File: src/rtl/and_pkg.sv
// Shared types and helpers for the bit-serial AND transmitter.
// Holds the serializer FSM state type and the bit-counter width helper.
package and_pkg;

   typedef enum logic {
      IDLE  = 1'b0,
      SHIFT = 1'b1
   } state_t;

   // A counter that must reach width-1; a one-bit floor keeps tiny widths legal.
   function automatic int cnt_width(input int width);
      return (width < 2) ? 1 : $clog2(width);
   endfunction

endpackage

File: src/rtl/and_gate.sv
// Parallel bitwise AND stage shared by the AND datapath.
// Purely combinational: y = a & b.
module and_gate #(
   parameter int WIDTH = 8
) (
   input  logic [WIDTH-1:0] a,
   input  logic [WIDTH-1:0] b,
   output logic [WIDTH-1:0] y
);

   assign y = a & b;

endmodule

File: src/rtl/and_serializer.sv
// Bit-serial transmitter: latches a & b on accept and shifts the product out
// LSB-first with a last-bit marker, supporting back-to-back frames.
module and_serializer
   import and_pkg::*;
#(
   parameter int WIDTH = 8
) (
   input  logic             clk,
   input  logic             rst_n,
   input  logic             in_valid,
   output logic             in_ready,
   input  logic [WIDTH-1:0] a,
   input  logic [WIDTH-1:0] b,
   output logic             ser_data,
   output logic             ser_valid,
   output logic             ser_last,
   input  logic             ser_ready,
   output logic             busy
);

   localparam int CW = cnt_width(WIDTH);
   localparam logic [CW-1:0] PRELAST_CNT = CW'(WIDTH - 2);

   state_t           state;
   logic [WIDTH-1:0] product;
   logic [WIDTH-1:0] shreg;
   logic [CW-1:0]    bitcnt;
   logic             beat;
   logic             load;

   and_gate #(.WIDTH(WIDTH)) u_and_gate (
      .a (a),
      .b (b),
      .y (product)
   );

   // Handshakes: a transfer happens on a rising edge where valid && ready.
   // in_valid/in_ready move an operand pair; ser_valid/ser_ready move one bit.
   // in_ready also opens on the final beat so the next frame follows with no gap.
   assign beat     = ser_valid && ser_ready;
   assign in_ready = rst_n && (state == IDLE || (beat && ser_last));
   assign load     = in_valid && in_ready;
   assign ser_data = shreg[0];
   assign busy     = ser_valid;

   always_ff @(posedge clk) begin
      if (!rst_n) begin
         state     <= IDLE;
         shreg     <= '0;
         bitcnt    <= '0;
         ser_valid <= 1'b0;
         ser_last  <= 1'b0;
      end else if (load) begin
         state     <= SHIFT;
         shreg     <= product;
         bitcnt    <= '0;
         ser_valid <= 1'b1;
         ser_last  <= 1'b0;
      end else if (beat) begin
         shreg <= shreg >> 1;
         if (ser_last) begin
            state     <= IDLE;
            bitcnt    <= '0;
            ser_valid <= 1'b0;
            ser_last  <= 1'b0;
         end else begin
            bitcnt   <= bitcnt + CW'(1);
            ser_last <= (bitcnt == PRELAST_CNT);
         end
      end
   end

endmodule

File: config.mk
export PLATFORM = sky130hd
export DESIGN_NAME = and_serializer
export DESIGN_NICKNAME = d
export VERILOG_FILES = /design/src/rtl/and_pkg.sv /design/src/rtl/and_gate.sv /design/src/rtl/and_serializer.sv
export SDC_FILE = /design/constraint.sdc
export NUM_CORES = 1
export LEC_CHECK = 0
export ABC_AREA = 1
export ABC_CLOCK_PERIOD_IN_PS = 1100
export CAP_MARGIN = 20
export CORE_MARGIN = 2
export CORE_UTILIZATION = 35
export CTS_CLUSTER_SIZE = 24
export DETAILED_ROUTE_END_ITERATION = 8
export DONT_BUFFER_PORTS = 1
export HOLD_SLACK_MARGIN = 0.02
export SETUP_SLACK_MARGIN = 0.4
export SYNTH_ARGS = -nofsm -noshare
export SYNTH_HDL_FRONTEND = slang
export SYNTH_SLANG_ARGS = --single-unit
File: constraint.sdc
create_clock -name clk -period 1.1 [get_ports clk]
set_input_delay 0 -clock clk [delete_from_list [all_inputs] [get_ports clk]]
set_output_delay 0 -clock clk [all_outputs]
set_load 0.01 [all_outputs]
**Word level (Yosys, flattened, before mapping)**

Index checks and enable logic that the tools add are counted.

- Latch bits: 0
- Output and inout port bits: 5
- Memories kept: 0
- Bits in read-only memories: 0
- Memory bits (writable): 0
- Input bits: 20
- Register bits: 13
- Word-level logic and storage cells: 25

- Div/mod/pow operators: 0
- $mul: 0
- Bitwise operators: 3
- Equality and inequality tests: 1
- Shifts and indexed selects: 0
- Add/sub/neg operators: 1
- Reduce and logical (&&, ||, !) cells: 9
- Mux-type cells: 7
- Magnitude comparators: 0

Operators with widths:

| cell | number |
|---|---|
| 8-bit two-way mux | 2 |
| 8-bit AND | 1 |
| 1-bit logical AND | 4 |
| 1-bit two-way mux | 4 |
| 2-bit nonzero test | 2 |
| 3-bit by 1-bit adder with 3-bit output (second input constant) | 1 |
| 3-bit equality test (second input constant) | 1 |
| 3-bit two-way mux | 1 |
| 1-bit inverter | 2 |
| 2-bit AND reduction | 1 |
| 2-bit OR reduction | 1 |
| 1-bit logical OR | 1 |

**Depth between registers and ports, before layout**

Gate-level depths: netlist of run 1.

- Word-level depth: 7
- Mapped depth: 8
- Gate-level depth less buffers: 7

**Modules after synthesis**

From an unflattened synthesis of run 1, not the netlist that was laid out.

- Cells, all modules: 112
- Area total of the unflattened synthesis: 743.2 µm²

Modules (own cells, without submodules):

| module | instances | seq. area each (µm²) | cells an instance | area each (µm²) |
|---|---|---|---|---|
| and_serializer | 1 | 260.2 | 96 | 683.2 |
| and_gate | 1 | 0.0 | 16 | 60.1 |

**Worst setup path after synthesis of run 1**

No wires, ideal clock.

- Kind: register -> register
- From: reg state
- To: reg shreg[0]
- Buffers on the path: 1
- Path slack: -0.151 ns
- Cell stages (with the launch flop): 9
- Data required time: 0.984 ns
- Arrival time: 1.135 ns
- Period minus slack after synthesis: 1.251 ns
- Library setup time: 0.116 ns
- Path through: dfxtp_1 -> nand3_2 -> nand2_2 -> nand3_4 -> buf_6 -> nand2_1 -> nand2_1 -> nor2_1 -> nor2_1

- Longest elaborated chain between the ends: 6
- Elaborated cells on any way between the ends: 8
- Those cells by class: mux: 1; bitwise: 1; reduce/logical: 6

Ends and longest elaborated chain:

| item | line | text |
|---|---|---|
| start, declared | and_serializer.sv:24 | `state_t state;` |
| start signal, assigned | and_serializer.sv:48 | `state <= IDLE;` |
| start signal, assigned | and_serializer.sv:54 | `state <= SHIFT;` |
| start signal, assigned | and_serializer.sv:62 | `state <= IDLE;` |
| 1-bit logical AND (2 in a row) | n/a |  |
| 1-bit logical OR | and_serializer.sv:41 | `assign in_ready = rst_n && (state == IDLE \|\| (beat && ser_last));` |
| 1-bit logical AND | and_serializer.sv:41 |  |
| 1-bit logical AND | and_serializer.sv:42 | `assign load = in_valid && in_ready;` |
| 8-bit two-way mux or 2-bit nonzero test (tied branches) | n/a |  |
| end signal, assigned | and_serializer.sv:55 | `shreg <= product;` |
| end signal, assigned | and_serializer.sv:60 | `shreg <= shreg >> 1;` |
| end, declared | and_serializer.sv:26 | `logic [WIDTH-1:0] shreg;` |

Several ways; a longest one is shown, not always the timed one.
A chain may end at the register's enable or synchronous reset.

**Final worst setup path of run 1**

- From: reg state
- To: out in_ready

- Longest elaborated chain between the ends: 4
- Elaborated cells on any way between the ends: 5
- Those cells by class: bitwise: 1; reduce/logical: 4

Ends and longest elaborated chain:

| item | line | text |
|---|---|---|
| 1-bit logical AND (2 in a row) | n/a |  |
| 1-bit logical OR (*) | and_serializer.sv:41 |  |
| 1-bit logical AND (*) | and_serializer.sv:41 |  |
| end, declared | and_serializer.sv:11 | `output logic in_ready,` |

Mark *: on every way between the ends. The rest lies on a longest branch, timed or not.

==> run metrics, run 1 <==
GRT overflow 0; Area growth syn-to-layout 25.0%; RSZ-0062 raised after global routing true; top cell type's share of synthesized area 34.0%; Min Clock Period, post-route ~1.1 ns; share of cells above drive strength 1 21.5%; routed wire length 1790 µm; outcome finished with violations; number of port buffers 0; CTS clk-pin slew, worst paths 0.08 ns; IO Pins 25; Final Hold Vio Count 13; Setup WS pre-CTS -0.106 ns; DP HPWL roughly 1200 µm; gpl congestion 0.817; nets ~150; cts hold-fix bufs 3; CTS tree done; CTS H-tree lvls 1; 1st-iter DRT viols 10; Netlist Area Pre-Place 766 µm²; routed vias/inst 4.73; Clock Path Buffers 2; gr usage total 15.6%; fin crit share 102%; first-pass GRT wire length 2930 µm; Synth top cells by count nor2_1 (31), nand2_1 (26), inv_1 (17); pin count of the biggest net entering global routing 13; placed insts around 150; initial antenna violation count 0; antenna cell count 0; Slew HR 77.7%; cells after synthesis 116; register bit total from synthesis 13; Critical Path RT between 1 and 1.5 ns; Finished Layout Cells 157; placement row count 16; CTS Sinks 13; post-synthesis sequential area ratio 34.0%; most common cell in the netlist nor2_1; failing checks hold timing, setup timing; fmax 891 MHz; chip width 50.8 µm; Initial Util 37.9%; Data arrival, critical path 1.12 ns; WS Path Type reg2out; Post-synth EDFFs 0; DR vias roughly 740; yosys warns 0; Final Max Tran Viols 0; WHS -0.137 ns; crit path launch type flip-flop; synth top area cells dfxtp_1 (34%), nor2_1 (15%), nand2_1 (13%), inv_1 (8.3%), nand4_1 (6.5%); CP max FO 5; Max VDD drop 0.511 mV; Hold Path Class in2reg; post-DR wirelength/cell between 10 and 15 µm; vias in the first global route around 680; Antenna Violating Nets Remaining 0; pwr/cell area 1000 nW/µm²; max cap viols 0; Top FF cell, synth dfxtp_1; DRC viols 0; root buffer cell clkbuf_4; Core Box Area 2020 µm²; Synth Area per Inst 6.60 µm²; Async SR Flop Fraction 0%; Setup Skew 0.00330 ns; Leak 0.448 nW; Mapped Nets about 140; measured slew at the worst slew-check pin 0.333 ns; drt pass-1 iters 4; worst skew pair latency 0.28 ns; Netlist cell types 20; Die Ht between 50 and 60 µm; die area approximately 2600 µm²; setup violators final 11; leading area contributor after synthesis dfxtp_1; Worst Setup End Kind output port; number of buffers created by CTS 3; Final Worst Setup Slack -0.0228 ns
[cell families (layout without fill, tap and decap cells)]
| logic type | count (synthesis) | count (layout) | synth area share, % |
|---|---|---|---|
| AOI/OAI and AO/OA | 7 | 7 | 5.88 |
| adders and majority gates | 2 | 2 | 3.27 |
| DFF | 13 | 13 | 34.0 |
| xor gates and xnor gates | 1 | 1 | 1.14 |
| buffers and inverters | 23 | 36 | 15.5 |
| and+or+nand+nor | 70 | 71 | 40.2 |
[per-stage QoR]
stage                     util [%]  power (W)  TNS [ns]  cell area (µm²)
after floorplan                  -   0.000612   -0.0726              786
after global placement        41.3   0.000624    -0.348              836
after detailed placement      41.3   0.000628    -0.724              836
after CTS                     46.7   0.000967  -0.00426              945
after global routing          47.3    0.00102     -1.03              957
final                         47.3   0.000962    -0.106              957
[area by class of cell]
| class | instances | area, µm² |
|---|---|---|
| clock buffer | 4 | 26.3 |
| fill | 220 | 1060 |
| inverter | 18 | 67.6 |
| multi-input combinational | 81 | 435 |
| sequential | 13 | 270 |
| tap | 27 | 33.8 |
| timing repair buffer | 14 | 124 |
[where the power goes]
part | internal, W | leakage, nW | switching [W]
Clock | 0.000141 | 0.0150 | 0.000168
Sequential | 0.000483 | 0.108 | 0.0000128
Combinational | 0.0000696 | 0.325 | 0.0000880
Total | 0.000693 | 0.448 | 0.000269
[cells in the final DEF, fill, tap and decap left out, types with 2 or more instances in the layout]
master and count:
dfxtp_1 9, dfxtp_2 2, clkbuf_4 3, buf_4 8, dlygate4sd3_1 3, ha_1 2, nand2_1 24, nand2_4 3
nand3_4 2, nand3_2 2, inv_1 17, buf_6 3, dfxtp_4 2, a21oi_1 3, nor2_1 30, nand4_1 8
[worst max-delay path: stages, from the launching register on]
cell and delay, ns:
dfxtp_4 0.39, a21boi_2 0.16, nor2_1 0.14, buf_4 0.15
[final timing paths]
kind / slack (ns) / start / endpoint / cells after the start
min: -0.14 / rst_n / ser_last / 2
max reg2reg: -0.02 / state / shreg[4] / 7
max: -0.02 / state / in_ready / 3
min reg2reg: 0.48 / bitcnt[0] / bitcnt[0] / 2
[state kept, by name (all words and copies together), names as in the netlist]
register	count
ser_last	1
state	1
bitcnt	3
shreg	8
[repair_timing]
item / CTS / global route
setup endpoints to repair: 17 / 18
hold endpoints to repair: 13 / 13
gates cloned: 1 / 0
buffers inserted: 2 / 0
gates resized for setup: 9 / 4
pin swaps: 2 / 0
[metal layers]
metal,routed length [µm],vias to the layer above,global-route usage [%]
li1,-,389,-
met1,780,321,18.4
met2,856,28,24.3
met3,99,5,4.17
met4,50,0,10.8
met5,0,-,0
Note: power is estimated with default switching activity, not from simulation.
==> inputs of run 2 (changes only) <==
Settings changed: ABC_AREA 1 to unset, BUFFER_PORTS_ARGS set to -buffer_cell sky130_fd_sc_hd__buf_4, DONT_BUFFER_PORTS 1 to unset.
==> run 2 against run 1 <==
  * The flow still finishes with violations (hold timing, setup timing)
  * Largest power group unchanged
  * Core utilization grew 27 points
  * Critical path type is now reg2reg
  * Flip-flop and latch count unchanged
  * Clock-buffer cell count unchanged
  * Routed wire length is 3.6% higher
  * Worst setup slack lost 0.045 ns
  * Hold slack gained 0.14 ns
==> run metrics, run 2 <==
Antenna Violating Nets Remaining 0 (unchanged); Top FF cell, synth dfxtp_1 (unchanged); synth top area cells dfxtp_1 (40%), a221oi_1 (9.5%), a211oi_1 (8.1%), and3_2 (8.1%), nand2_1 (6.4%) (was dfxtp_1 (34%), nor2_1 (15%), nand2_1 (13%), inv_1 (8.3%), nand4_1 (6.5%)); yosys warns 0 (unchanged); share of cells above drive strength 1 62.3% (was 21.5%); Area growth syn-to-layout 97.3% (was 25.0%); placed insts 129 (was 147); leading area contributor after synthesis dfxtp_1 (unchanged); first-pass GRT wire length 2880 µm (was 2930 µm); max cap viols 0 (unchanged); most common cell in the netlist dfxtp_1 (was nor2_1); Most flops, register shreg (unchanged); 1st-iter DRT viols 1 (was 10); Final Hold Vio Count 1 (was 13); most frequent cells in the layout buf_4 (25), dlygate4sd3_1 (13), nand2_1 (10), buf_6 (10), dfxtp_1 (8) (was nor2_1 (30), nand2_1 (24), inv_1 (17)); Clock Path Buffers 2 (unchanged); Mapped Nets 97 (was 138); vias in the first global route 720 (was 675); Util after Layout 74.1% (was 47.3%); CP max FO 3 (was 5); Worst Setup End Kind flip-flop (was output port); top cell type's share of synthesized area 40.2% (was 34.0%); Initial Util 37.5% (was 37.9%); CTS clk-pin slew, worst paths 0.08 ns (about the same); Design Power 0.00113 W (was 0.000962 W); Data arrival, critical path 1.39 ns (was 1.12 ns); RSZ-0062 raised after global routing true (unchanged); largest registers shreg: 8 flops, bitcnt: 3 flops (unchanged); drt pass-1 iters 4 (unchanged); post-synthesis sequential area ratio 40.2% (was 34.0%); Post-synth EDFFs 0 (unchanged); outcome finished with violations (unchanged); pin count of the biggest net entering global routing 11 (was 13); Min Clock Period, post-route 1.17 ns (was 1.12 ns); Filler cells 131 (was 220); antenna cell count 0 (unchanged); CTS H-tree lvls 1 (unchanged); register bit total from synthesis 13 (unchanged); GRT overflow 0 (unchanged); Synth top cells by count dfxtp_1 (13), nand2_1 (11), a211oi_1 (7), a221oi_1 (7), and3_2 (7) (was nor2_1 (31), nand2_1 (26), inv_1 (17)); root buffer cell clkbuf_4 (unchanged); measured slew at the worst slew-check pin 0.321 ns (was 0.333 ns); CTS Sinks 13 (unchanged); Finished Layout Cells 147 (was 157); Async SR Flop Fraction 0% (unchanged); Final Max Tran Viols 0 (unchanged); number of port buffers 24 (was 0); crit path launch type flip-flop (unchanged); setup violators final 12 (was 11); WS Path Type reg2reg (was reg2out); Slew HR 78.6% (was 77.7%); chip width 47.0 µm (was 50.8 µm); worst skew pair latency 0.27 ns (was 0.28 ns); Synth Area per Inst 8.64 µm² (was 6.60 µm²); die area 2210 µm² (was 2580 µm²); max FFs per register 8 (unchanged); Max VDD drop 0.511 mV (about the same); routed wire length 1850 µm (was 1790 µm); post-DR wirelength/cell 12.6 µm (was 11.4 µm); cts hold-fix bufs 13 (was 3); nets 145 (was 153); Netlist cell types 23 (was 20); gr usage total 19.0% (was 15.6%); flip-flop and latch area 274 µm² (was 270 µm²); Critical Path RT 1.32 ns (was 1.10 ns); cells after synthesis 75 (was 116); pwr/cell area 880 nW/µm² (was 1000 nW/µm²); CTS tree done (unchanged); number of buffers created by CTS 3 (unchanged); initial antenna violation count 0 (unchanged); Final Worst Setup Slack -0.0679 ns (was -0.0228 ns); Hold Path Class in2reg (unchanged); Die Ht 47.0 µm (was 50.8 µm); routed vias/inst 5.07 (was 4.73); Netlist Area Pre-Place 648 µm² (was 766 µm²); FF-to-FF setup slack -0.07 ns (was -0.02 ns); multi-input logic area 505 µm² (was 435 µm²); fin crit share 106% (was 102%); fmax 856 MHz (was 891 MHz); Leak 0.516 nW (was 0.448 nW); Core Box Area 1730 µm² (was 2020 µm²); gpl congestion 0.711 (was 0.817); failing checks hold timing, setup timing (unchanged); WHS -0.000978 ns (was -0.137 ns); IO Pins 25 (unchanged); Setup Skew 0.00583 ns (was 0.00330 ns); DP HPWL 1190 µm (was 1170 µm); DRC viols 0 (unchanged); placement row count 15 (was 16); DR vias 746 (was 743); commonest non-fill, non-tap cell in the layout buf_4 (was nor2_1)
-- run 2: final timing paths --
| path | depth (start not counted) | endpoint | from |
|---|---|---|---|
| setup / recovery | 3 | bitcnt[2] | bitcnt[1] |
| hold / removal | 3 | shreg[1] | a[1] |
| setup reg to reg | 3 | bitcnt[2] | bitcnt[1] |
| hold reg to reg | 2 | bitcnt[1] | bitcnt[1] |
-- run 2: per-stage QoR --
stage | instance area [µm²] | setup TNS, ns | worst slack, ns
floorplan | 699 | -0.820 | -0.123
global placement | 940 | -0.703 | -0.103
detailed placement | 940 | -0.804 | -0.116
CTS | 1250 | -0.317 | -0.0663
global route | 1280 | -0.901 | -0.107
finish | 1280 | -0.348 | -0.0679
-- run 2: worst max-delay path: stages, from the launching register on --
cell	delay, ns
dfxtp_4	0.37
ha_2	0.17
or4b_4	0.45
a21oi_2	0.12
-- run 2: cell type report --
| cell class | instances | area share (%) |
|---|---|---|
| timing repair buffer | 48 | 33.7 |
| sequential | 13 | 21.4 |
| clock buffer | 4 | 2.05 |
| tap | 25 | 2.45 |
| inverter | 3 | 0.881 |
| multi-input combinational | 54 | 39.5 |
-- run 2: power by group --
| group | internal [W] | switching (W) |
|---|---|---|
| clock | 0.000140 | 0.000158 |
| combinational | 0.000187 | 0.000127 |
| sequential | 0.000492 | 0.0000210 |
| total | 0.000820 | 0.000306 |
-- run 2: metal layers --
metal	vias to the layer above	global-route usage, %	wire [µm]
met2	15	37.5	1080
met4	0	10.0	13
met3	2	2.31	45
li1	378	-	-
met1	351	18.9	706
met5	-	0	0
-- run 2: cell families after synthesis --
family / share of synthesized area (%)
AND/OR/NAND/NOR: 22.4
AO/OA/AOI/OAI: 28.2
flip-flops: 40.2
buffers and inverters: 5.40
adder cells (fa/ha/maj): 3.86
-- run 2: what timing repair did --
item                                    4_1_cts  5_1_grt
pin swaps                                    18        7
endpoints found under the setup margin       18       18
hold endpoints to repair                     11        5
resized for setup                            33        6
setup buffers                                 1        0
